==> config.mk <==
export PLATFORM = sky130hd
export DESIGN_NAME = booth_r16_seq_mul
export DESIGN_NICKNAME = d
export VERILOG_FILES = /design/src/rtl/booth_r16_pkg.sv /design/src/rtl/booth_r16_pp_sel.sv /design/src/rtl/booth_r16_seq_mul.sv
export SDC_FILE = /design/constraint.sdc
export NUM_CORES = 1
export LEC_CHECK = 0
export ABC_AREA = 0
export CAP_MARGIN = 40
export CELL_PAD_IN_SITES_DETAIL_PLACEMENT = 1
export CELL_PAD_IN_SITES_GLOBAL_PLACEMENT = 1
export CORE_AREA = 2 2 170 172
export DETAILED_ROUTE_END_ITERATION = 6
export DIE_AREA = 0 0 172 174
export GPL_ROUTABILITY_DRIVEN = 0
export GPL_TIMING_DRIVEN = 0
export HOLD_SLACK_MARGIN = 0.12
export PLACE_DENSITY_LB_ADDON = 0.1
export SLEW_MARGIN = 25
export SYNTH_ARGS = -nofsm -noshare
export SYNTH_HDL_FRONTEND = slang
export SYNTH_SLANG_ARGS = --single-unit
export TNS_END_PERCENT = 100
==> constraint.sdc <==
create_clock -name clk -period 8.1 [get_ports clk]
set_input_delay 1.62 -clock clk [delete_from_list [all_inputs] [get_ports clk]]
set_output_delay 1.62 -clock clk [all_outputs]
set_load 0.1 [all_outputs]
==> src/rtl/booth_r16_pkg.sv <==
// Shared definitions for the radix-16 Booth multipliers: digit select encoding,
// sequencer state encoding and the window-to-digit encoder.
package booth_r16_pkg;

  localparam int DIGIT_BITS  = 4;
  localparam int WINDOW_BITS = DIGIT_BITS + 1;

  typedef enum logic [4:0] {
    PP_0,
    PP_1A,
    PP_2A,
    PP_3A,
    PP_4A,
    PP_5A,
    PP_6A,
    PP_7A,
    PP_8A,
    PP_not1A,
    PP_not2A,
    PP_not3A,
    PP_not4A,
    PP_not5A,
    PP_not6A,
    PP_not7A,
    PP_not8A
  } booth_sel_t;

  typedef enum logic [1:0] {
    IDLE,
    PRECOMP,
    ITER,
    DONE
  } mul_state_t;

  // Window bit 4 is the digit MSB (weight -8), bit 0 is the borrow-in from below.
  function automatic booth_sel_t booth_r16_encode(input logic [WINDOW_BITS-1:0] w);
    int         d;
    booth_sel_t sel;
    d = -8 * int'(w[4]) + 4 * int'(w[3]) + 2 * int'(w[2]) + int'(w[1]) + int'(w[0]);
    case (d)
      1:       sel = PP_1A;
      2:       sel = PP_2A;
      3:       sel = PP_3A;
      4:       sel = PP_4A;
      5:       sel = PP_5A;
      6:       sel = PP_6A;
      7:       sel = PP_7A;
      8:       sel = PP_8A;
      -1:      sel = PP_not1A;
      -2:      sel = PP_not2A;
      -3:      sel = PP_not3A;
      -4:      sel = PP_not4A;
      -5:      sel = PP_not5A;
      -6:      sel = PP_not6A;
      -7:      sel = PP_not7A;
      -8:      sel = PP_not8A;
      default: sel = PP_0;
    endcase
    return sel;
  endfunction

endpackage

==> src/rtl/booth_r16_pp_sel.sv <==
// Radix-16 partial-product selector: picks k*A (k = -8..8) from A and the
// precomputed odd multiples; even multiples are shifts of A or 3A.
module booth_r16_pp_sel
  import booth_r16_pkg::*;
#(
  parameter int WIDTH = 16
) (
  input  booth_sel_t               i_sel,
  input  logic signed [WIDTH+3:0]  i_a1,
  input  logic signed [WIDTH+3:0]  i_a3,
  input  logic signed [WIDTH+3:0]  i_a5,
  input  logic signed [WIDTH+3:0]  i_a7,
  output logic signed [WIDTH+3:0]  o_pp
);

  localparam int PW = WIDTH + 4;

  logic signed [PW-1:0] w_mag;
  logic                 w_neg;

  always_comb begin
    w_mag = '0;
    w_neg = 1'b0;
    case (i_sel)
      PP_1A:    w_mag = i_a1;
      PP_2A:    w_mag = i_a1 <<< 1;
      PP_3A:    w_mag = i_a3;
      PP_4A:    w_mag = i_a1 <<< 2;
      PP_5A:    w_mag = i_a5;
      PP_6A:    w_mag = i_a3 <<< 1;
      PP_7A:    w_mag = i_a7;
      PP_8A:    w_mag = i_a1 <<< 3;
      PP_not1A: begin w_mag = i_a1;        w_neg = 1'b1; end
      PP_not2A: begin w_mag = i_a1 <<< 1;  w_neg = 1'b1; end
      PP_not3A: begin w_mag = i_a3;        w_neg = 1'b1; end
      PP_not4A: begin w_mag = i_a1 <<< 2;  w_neg = 1'b1; end
      PP_not5A: begin w_mag = i_a5;        w_neg = 1'b1; end
      PP_not6A: begin w_mag = i_a3 <<< 1;  w_neg = 1'b1; end
      PP_not7A: begin w_mag = i_a7;        w_neg = 1'b1; end
      PP_not8A: begin w_mag = i_a1 <<< 3;  w_neg = 1'b1; end
      default:  w_mag = '0;
    endcase
  end

  // WIDTH+4 bits hold +/-8A for both signed and unsigned A, so negation is exact.
  assign o_pp = w_neg ? -w_mag : w_mag;

endmodule

==> src/rtl/booth_r16_seq_mul.sv <==
// Iterative radix-16 Booth multiplier: one multiplier digit per cycle,
// signed or unsigned operands, valid/ready on both sides.
module booth_r16_seq_mul
  import booth_r16_pkg::*;
#(
  parameter int WIDTH = 16
) (
  input  logic                 clk,
  input  logic                 rst,
  input  logic                 in_valid,
  output logic                 in_ready,
  input  logic [WIDTH-1:0]     in_a,
  input  logic [WIDTH-1:0]     in_b,
  input  logic                 in_signed,
  output logic                 out_valid,
  input  logic                 out_ready,
  output logic [2*WIDTH-1:0]   out_p,
  output logic                 busy
);

  localparam int N  = WIDTH / 4;
  localparam int PW = WIDTH + 4;
  localparam int AW = 2 * WIDTH + 4;
  localparam int BW = WIDTH + 5;
  localparam int CW = $clog2(N + 2);

  mul_state_t r_state;
  mul_state_t w_state_nxt;

  logic [WIDTH-1:0]      r_a;
  logic [WIDTH-1:0]      r_b;
  logic                  r_sgn;
  logic signed [PW-1:0]  r_a3;
  logic signed [PW-1:0]  r_a5;
  logic signed [PW-1:0]  r_a7;
  logic [BW-1:0]         r_bx;
  logic signed [AW-1:0]  r_acc;
  logic [CW-1:0]         r_cnt;
  logic [2*WIDTH-1:0]    r_out_p;

  logic signed [PW-1:0]  w_a1;
  logic signed [PW-1:0]  w_pp;
  logic signed [AW-1:0]  w_pp_sh;
  logic                  w_bfill;
  logic                  w_last;
  logic [CW-1:0]         w_ndig;
  booth_sel_t            w_sel;

  assign w_a1    = r_sgn ? {{4{r_a[WIDTH-1]}}, r_a} : {4'b0000, r_a};
  assign w_bfill = r_sgn & r_b[WIDTH-1];
  // Unsigned operands need one extra top digit to absorb the multiplier MSB.
  assign w_ndig  = r_sgn ? CW'(N) : CW'(N + 1);
  assign w_last  = (r_cnt == w_ndig);
  assign w_sel   = booth_r16_encode(r_bx[WINDOW_BITS-1:0]);

  booth_r16_pp_sel #(
    .WIDTH (WIDTH)
  ) u_pp_sel (
    .i_sel (w_sel),
    .i_a1  (w_a1),
    .i_a3  (r_a3),
    .i_a5  (r_a5),
    .i_a7  (r_a7),
    .o_pp  (w_pp)
  );

  assign w_pp_sh = {{(AW-PW){w_pp[PW-1]}}, w_pp} << {r_cnt, 2'b00};

  always_ff @(posedge clk) begin
    if (rst) begin
      r_state <= IDLE;
    end else begin
      r_state <= w_state_nxt;
    end
  end

  always_comb begin
    w_state_nxt = r_state;
    in_ready    = 1'b0;
    out_valid   = 1'b0;
    busy        = 1'b1;
    case (r_state)
      IDLE: begin
        in_ready = 1'b1;
        busy     = 1'b0;
        if (in_valid) w_state_nxt = PRECOMP;
      end
      PRECOMP: w_state_nxt = ITER;
      ITER: begin
        if (w_last) w_state_nxt = DONE;
      end
      DONE: begin
        out_valid = 1'b1;
        if (out_ready) w_state_nxt = IDLE;
      end
      default: w_state_nxt = IDLE;
    endcase
  end

  always_ff @(posedge clk) begin
    if (rst) begin
      r_a     <= '0;
      r_b     <= '0;
      r_sgn   <= 1'b0;
      r_a3    <= '0;
      r_a5    <= '0;
      r_a7    <= '0;
      r_bx    <= '0;
      r_acc   <= '0;
      r_cnt   <= '0;
      r_out_p <= '0;
    end else begin
      case (r_state)
        IDLE: begin
          if (in_valid) begin
            r_a   <= in_a;
            r_b   <= in_b;
            r_sgn <= in_signed;
          end
        end
        PRECOMP: begin
          r_a3  <= (w_a1 <<< 1) + w_a1;
          r_a5  <= (w_a1 <<< 2) + w_a1;
          r_a7  <= (w_a1 <<< 3) - w_a1;
          r_bx  <= {{4{w_bfill}}, r_b, 1'b0};
          r_acc <= '0;
          r_cnt <= '0;
        end
        ITER: begin
          if (w_last) begin
            r_out_p <= r_acc[2*WIDTH-1:0];
          end else begin
            r_acc <= r_acc + w_pp_sh;
            r_cnt <= r_cnt + CW'(1);
            // Shift the next digit window down; bit 4 of the old window becomes the new borrow-in.
            r_bx  <= {{4{w_bfill}}, r_bx[BW-1:4]};
          end
        end
        default: ;
      endcase
    end
  end

  assign out_p = r_out_p;

endmodule
==> results of run 1 <==
per-layer routing:
metal	vias to the layer above	global-route usage (%)	routed length (um)	share of wire [%]
met1	6504	40.0	19900	41
met4	0	15.7	2300	4.8
met5	-	0	0	0
met3	139	4.05	2430	5.1
li1	6220	-	-	-
met2	469	55.5	23300	49
flip-flops by register name, summed over array words and instances, names as in the netlist:
register / cells
r_cnt: 3
r_a7: 19
r_a: 16
out_p: 32
r_a5: 18
r_a3: 18
r_b: 16
r_state: 2
r_acc: 32
r_bx: 18
r_sgn: 1
worst max-delay path by stage:
stage / startpoint / endpoint / slack [ps] / cells past startpoint
2_1_floorplan: r_bx[0] / r_acc[28] / 1560 / 27
3_3_place_gp: r_bx[1] / r_acc[28] / 80 / 27
3_5_place_dp: r_bx[1] / r_acc[28] / -10 / 27
4_1_cts: r_bx[1] / r_acc[28] / 50 / 27
5_1_grt: r_bx[1] / r_acc[31] / 5 / 33
6_report: r_bx[1] / r_acc[28] / 310 / 27
cell type report:
| class | count | area (um2) | area share, % |
|---|---|---|---|
| plain buffers | 97 | 425 | 2.77 |
| well taps | 384 | 480 | 3.13 |
| multi-input cells | 1311 | 8720 | 56.9 |
| clock buffers | 17 | 425 | 2.77 |
| repair buffers | 122 | 1370 | 8.90 |
| clock inverters | 15 | 210 | 1.37 |
| flip-flops and latches | 175 | 3500 | 22.9 |
| inverters | 54 | 203 | 1.32 |
cells in the mapped netlist (all sizes together) (15+ instances only):
cell	n	area, um2
nand2	228	861
dfxtp	175	3500
a21oi	156	781
nor2	155	584
ha	94	1180
clkbuf	72	273
o21ai	72	360
mux2i	61	614
inv	53	199
xnor2	48	428
nand3	45	230
xor2	32	288
a211oi	31	248
a21o	31	233
a22oi	31	233
buf	26	156
nor3	25	141
o211ai	20	160
and2	19	119
a22o	18	158
nand2b	18	120
nor4	16	136
and3	15	96.3
nand4	15	109
timing repair:
item,4_1_cts,5_1_grt
pin swaps,0,5
endpoints found under the hold margin,0,0
setup buffers,0,4
gates resized for setup,2,7
endpoints found under the setup margin,1,9
stage by stage:
stage	util, %	TNS [ps]	hold slack, ps	power [mW]	std cells
2_1_floorplan	-	0	436	2.87	1638
3_3_place_gp	49.6	0	441	3.53	2092
3_5_place_dp	51.7	-9.74	448	3.66	2137
4_1_cts	54.0	0	460	4.59	2169
5_1_grt	54.3	0	475	4.90	2175
6_report	54.3	0	458	4.65	2175
power by group through the flow:
stage / logic, mW / clock network [mW] / registers [mW]
after floorplan: 1.75 / 0 / 1.12
after global placement: 2.33 / 0 / 1.20
after detailed placement: 2.46 / 0 / 1.21
after CTS: 2.49 / 0.911 / 1.19
after global routing: 2.74 / 0.943 / 1.21
final: 2.55 / 0.906 / 1.20
cells by family (layout without fill, tap and decap cells):
family                     Yosys count  in the layout  synth area share, %
AOI/OAI and AO/OA                  483            483                 25.7
xor gates and xnor gates            80             80                 5.58
adders and majority gates           97             97                 9.64
buffers and inverters              152            305                 4.93
DFF                                175            175                 27.3
muxes                               66             66                 5.23
and+or+nand+nor                    585            585                 21.6
worst min-delay path, stage by stage (launching register included):
cell and delay, ps:
dfxtp_1 310, nand2_1 50, a21oi_1 50
==> impl_metrics.tcl, run 1 <==
set metrics [dict create \
    ys_ff_latch 175 \
    cp_max_fo 10 \
    regToRegSetupSlack_ps 310 \
    layout_commonest_cell "nand2_1" \
    worstPathArrival_ps 8130 \
    n_fill_cell 3480 \
    finalHoldViolations 0 \
    path_clk_slew_ps 90 \
    drv_cap 0 \
    dp_slack_ps -9.74 \
    r2r-end "r_acc[28]" \
    synth.distinct_cells 100 \
    drc 0 \
    relSlewSlack_pct 36.4 \
    rows 62 \
    syn_nets 1772 \
    final.setup.worst_slack_ps 309 \
    holdBufCountCts 0 \
    die_y_um 174 \
    cts_root_buf "clkbuf_16" \
    period_share_pct 96.2 \
    dp_hpwl_um 36800 \
    critPathBufInv 2 \
    async_reset_ff_share_pct 0 \
    fin_area_mm2 0.0153 \
    r2r_start "r_bx[1]" \
    cts_made_buffers 17 \
    ys_warn_count 0 \
    worstSkewPairLatency_ps 450 \
    worst_pin_slew_ps 954 \
    ant_nets 0 \
    leakagePower_nw 6.23 \
    cell_internal_pwr_mw 2.35 \
    port_buffers 70 \
    die_area_mm2 0.0299 \
    mostFrequentLayoutCells "nand2_1 (226), dfxtp_1 (174), a21oi_1 (155), nor2_1 (154), ha_1 (93)" \
    fin_worst_skew_ps 16.7 \
    crit_type "reg2reg" \
    maxSlewViolCount 0 \
    p_sw_share_pct 49.6 \
    cts.sinks 175 \
    synthFlopType "dfxtp_1" \
    grt_pass1_wl_um 75600 \
    synth_area_mm2 0.0128 \
    critPathSlowestCell "a211oi_4" \
    htree_levels 4 \
    worstHoldPathCells 2 \
    setup_viol 0 \
    grt_max_degree 21 \
    max_stage_delay_ps 640 \
    powerDensity_mw_per_mm2 304 \
    first_pass_iters 6 \
    wl_um 48000 \
    n_antenna_cell 0 \
    die_width_um 172 \
    hp-class "reg2reg" \
    num_vias 13300 \
    path_common_cell "ha_1" \
    seqPwrFrac_pct 25.8 \
    power.switching_mw 2.31 \
    min_from "out_p[24]" \
    ir_drop_mv 0.137 \
    required_ps 8430 \
    end_kind "flop" \
    cts_tree "yes" \
    post_drt_wl_per_cell_um 22.1 \
    r2r_cells 27 \
    synthToLayoutAreaGrowth_pct 19.6 \
    avgSynthCellArea_um2 7.83 \
    syn_inst 1638 \
    io_pins 72 \
    antenna_found_initial 0 \
    routed_via_density 6.13 \
    min_to "out_p[24]" \
    period_needed_ps 7790 \
    initialDrtViolationCount 773 \
    start_util_pct 45.4 \
    rsz0062_at_grt "false" \
    clock_path_buffers 2 \
    grt-ovfl-total 0 \
    first_global_vias 13600 \
    fmax_mhz 128 \
    synth_edf_count 0 \
    p_clk_share_pct 19.5 \
    core_area_mm2 0.0282 \
    yosysSeqAreaShare_pct 27.3 \
    fin_nets 1912 \
    start_kind "flop" \
    crit_family "compound AO/OA/AOI/OAI gates" \
    grt_use_total_pct 32.4 \
    place_area_mm2 0.0146 \
    outcome "finished, final reports clean" \
    drive_gt1_share_pct 8.26 \
    power_frac_comb_pct 54.8 \
]
Power figures use the tool's default switching activity.
==> inputs of run 2 (changes only) <==
--- a/config.mk
+++ b/config.mk
@@ -5,13 +5,13 @@
 export SDC_FILE = /design/constraint.sdc
 export NUM_CORES = 1
 export LEC_CHECK = 0
-export ABC_AREA = 0
+export ABC_AREA = 1
 export CAP_MARGIN = 40
 export CELL_PAD_IN_SITES_DETAIL_PLACEMENT = 1
 export CELL_PAD_IN_SITES_GLOBAL_PLACEMENT = 1
-export CORE_AREA = 2 2 170 172
+export CORE_AREA = 2 2 173 175
 export DETAILED_ROUTE_END_ITERATION = 6
-export DIE_AREA = 0 0 172 174
+export DIE_AREA = 0 0 175 177
 export GPL_ROUTABILITY_DRIVEN = 0
 export GPL_TIMING_DRIVEN = 0
 export HOLD_SLACK_MARGIN = 0.12
==> run 2 against run 1 <==
  * Global-route usage shrank 2.7 points
  * First-iteration DRC count is 3.5% lower
  * Largest cell class unchanged
  * Register-to-register slack better by 870 ps
  * Clock skew down 1.5 ps
  * Critical path type unchanged
  * Core utilization shrank 2.9 points
==> impl_metrics.tcl, run 2 <==
set metrics [dict create \
    power.total_mw 4.63 \
    rsz0062_at_grt "false" \
    htree_levels 4 \
    worst_pin_slew_ps 848 \
    start_kind "flop" \
    crit_start "r_bx[0]" \
    end_kind "flop" \
    fin_nets 2223 \
    synth.distinct_cells 53 \
    drc 0 \
    worstPathArrival_ps 7290 \
    maxSlewViolCount 0 \
    worstSetupEndpoint "r_acc[27]" \
    cts_made_buffers 17 \
    ys_warn_count 0 \
    clock_path_buffers 2 \
    max_stage_delay_ps 410 \
    period_share_pct 85.4 \
    critPathSlowestCell "nor2_1" \
    hp-class "reg2reg" \
    grt_use_met1_pct 34.9 \
    hold_slack_ps 481 \
    ys_ff_latch 175 \
    yosysSeqAreaShare_pct 27.6 \
    path_common_cell "nand2_1" \
    cp_max_fo 10 \
    syn_nets 2097 \
    period_needed_ps 6920 \
    die_width_um 175 \
    die_area_mm2 0.0310 \
    busiest_layer "met2" \
    die_y_um 177 \
    relSlewSlack_pct 43.5 \
    cell_internal_pwr_mw 2.33 \
    port_buffers 71 \
    initialDrtViolationCount 746 \
    outcome "finished, final reports clean" \
    layout_commonest_cell "nand2_1" \
    worstSkewPairLatency_ps 460 \
    fmax_mhz 144 \
    n_fill_cell 3901 \
    fin_worst_skew_ps 15.2 \
    first_global_vias 13900 \
    antenna_found_initial 0 \
    p_sw_share_pct 49.6 \
    synth_area_mm2 0.0127 \
    synth_edf_count 0 \
    cts.sinks 175 \
    ir_drop_mv 0.148 \
    cts_root_buf "clkbuf_16" \
    synthFlopType "dfxtp_1" \
    holdBufCountCts 0 \
    io_pins 72 \
    grt-ovfl-total 0 \
    avgSynthCellArea_um2 6.46 \
    seqPwrFrac_pct 28.1 \
    synth.most_common_cell "nand2_1" \
    leakagePower_nw 7.34 \
    r2r_start "r_bx[0]" \
    critPathBufInv 3 \
    first_pass_iters 5 \
    fin_cells 2492 \
    power.switching_mw 2.29 \
    yosysTopAreaCell "dfxtp_1" \
    mostFrequentLayoutCells "nand2_1 (400), nor2_1 (288), o21ai_0 (205), inv_1 (198), a21oi_1 (185)" \
    p_clk_share_pct 19.7 \
    ant_nets 0 \
    grt_max_degree 19 \
    required_ps 8470 \
    drive_gt1_share_pct 7.66 \
    setup_tns_ps 0 \
    yosys-top-cells-area "dfxtp_1 (28%), nand2_1 (12%), ha_1 (9.3%), nor2_1 (8.5%), o21ai_0 (8.1%)" \
    post_drt_wl_per_cell_um 18.2 \
    power_frac_comb_pct 52.2 \
    path_depth 37 \
    r2r-end "r_acc[27]" \
    finalHoldViolations 0 \
    cts_resized 0 \
    grt_pass1_wl_um 73100 \
    crit_type "reg2reg" \
    post_cts_buffers 0 \
    num_vias 13500 \
    synthToLayoutAreaGrowth_pct 18.6 \
    r2r_cells 37 \
    placedCellCount 2460 \
    cts_tree "yes" \
    powerDensity_mw_per_mm2 308 \
    n_antenna_cell 0 \
    setup_viol 0 \
    dp_hpwl_um 35800 \
    yosysTopAreaCellShare_pct 27.6 \
    grt_use_total_pct 29.7 \
    routed_via_density 5.42 \
    async_reset_ff_share_pct 0 \
    core_area_mm2 0.0292 \
    path_clk_slew_ps 80 \
    grtUsageMet3_pct 3.52 \
    syn_inst 1963 \
    rows 63 \
    start_util_pct 43.4 \
    grt_use_met2_pct 54.5 \
    drv_cap 0 \
    synthTopCellsByCount "nand2_1 (400), nor2_1 (288), o21ai_0 (205)" \
    crit_family "simple AND/OR/NAND/NOR gates" \
    regToRegSetupSlack_ps 1180 \
    wl_um 45300 \
]
-- run 2: final cells by class --
| cell class | instances | area, um2 | share of cell area (%) |
|---|---|---|---|
| timing repair buffer | 107 | 1250 | 8.29 |
| tap | 390 | 488 | 3.24 |
| multi-input combinational | 1497 | 8020 | 53.3 |
| buffer | 80 | 360 | 2.40 |
| clock inverter | 14 | 188 | 1.25 |
| inverter | 211 | 792 | 5.27 |
| sequential | 175 | 3500 | 23.3 |
| clock buffer | 18 | 439 | 2.92 |
-- run 2: worst min path at each step --
| stage | from | to | slack (ps) | cells past startpoint |
|---|---|---|---|---|
| after floorplan | r_bx[14] | r_bx[10] | 450 | 2 |
| after global placement | r_bx[8] | r_bx[4] | 460 | 2 |
| after detailed placement | r_bx[9] | r_bx[5] | 470 | 2 |
| after global routing | r_bx[6] | r_bx[2] | 500 | 2 |
| after CTS | r_bx[6] | r_bx[2] | 480 | 2 |
| final | r_bx[6] | r_bx[2] | 480 | 2 |
-- run 2: logic make-up (layout without fill, tap and decap cells) --
kind of cell,after synthesis,count (layout),synth area share (%)
AND/OR/NAND/NOR,844,844,28.1
AO/OA/AOI/OAI,496,496,21.2
buffers and inverters,291,430,9.09
flip-flops,175,175,27.6
adder cells (fa/ha/maj),97,97,9.75
XOR/XNOR,58,58,4.01
multiplexers,2,2,0.158
-- run 2: worst min-delay path: stages, from the launching register on --
cell and delay (ps):
dfxtp_1 310, nand2_1 50, a31oi_1 70
-- run 2: layer usage --
layer  wire [um]  share of wire [%]
met1       19600                 43
met2       22700                 50
met3        1270                2.8
met4        1730                3.8
met5           0                  0
-- run 2: through the flow --
step	setup slack [ps]	utilization (%)	area, um2
3_5_place_dp	1510	49.3	14400
6_report	1180	51.4	15000
3_3_place_gp	1800	47.5	13900
5_1_grt	649	51.4	15000
4_1_cts	1380	51.4	15000
2_1_floorplan	3110	-	12700
-- run 2: power by group through the flow --
stage / sequential (mW) / combinational (mW) / clock (mW)
5_1_grt: 1.33 / 2.71 / 0.957
2_1_floorplan: 1.22 / 1.72 / 0
3_5_place_dp: 1.31 / 2.37 / 0
3_3_place_gp: 1.30 / 2.27 / 0
4_1_cts: 1.29 / 2.40 / 0.919
6_report: 1.30 / 2.41 / 0.912
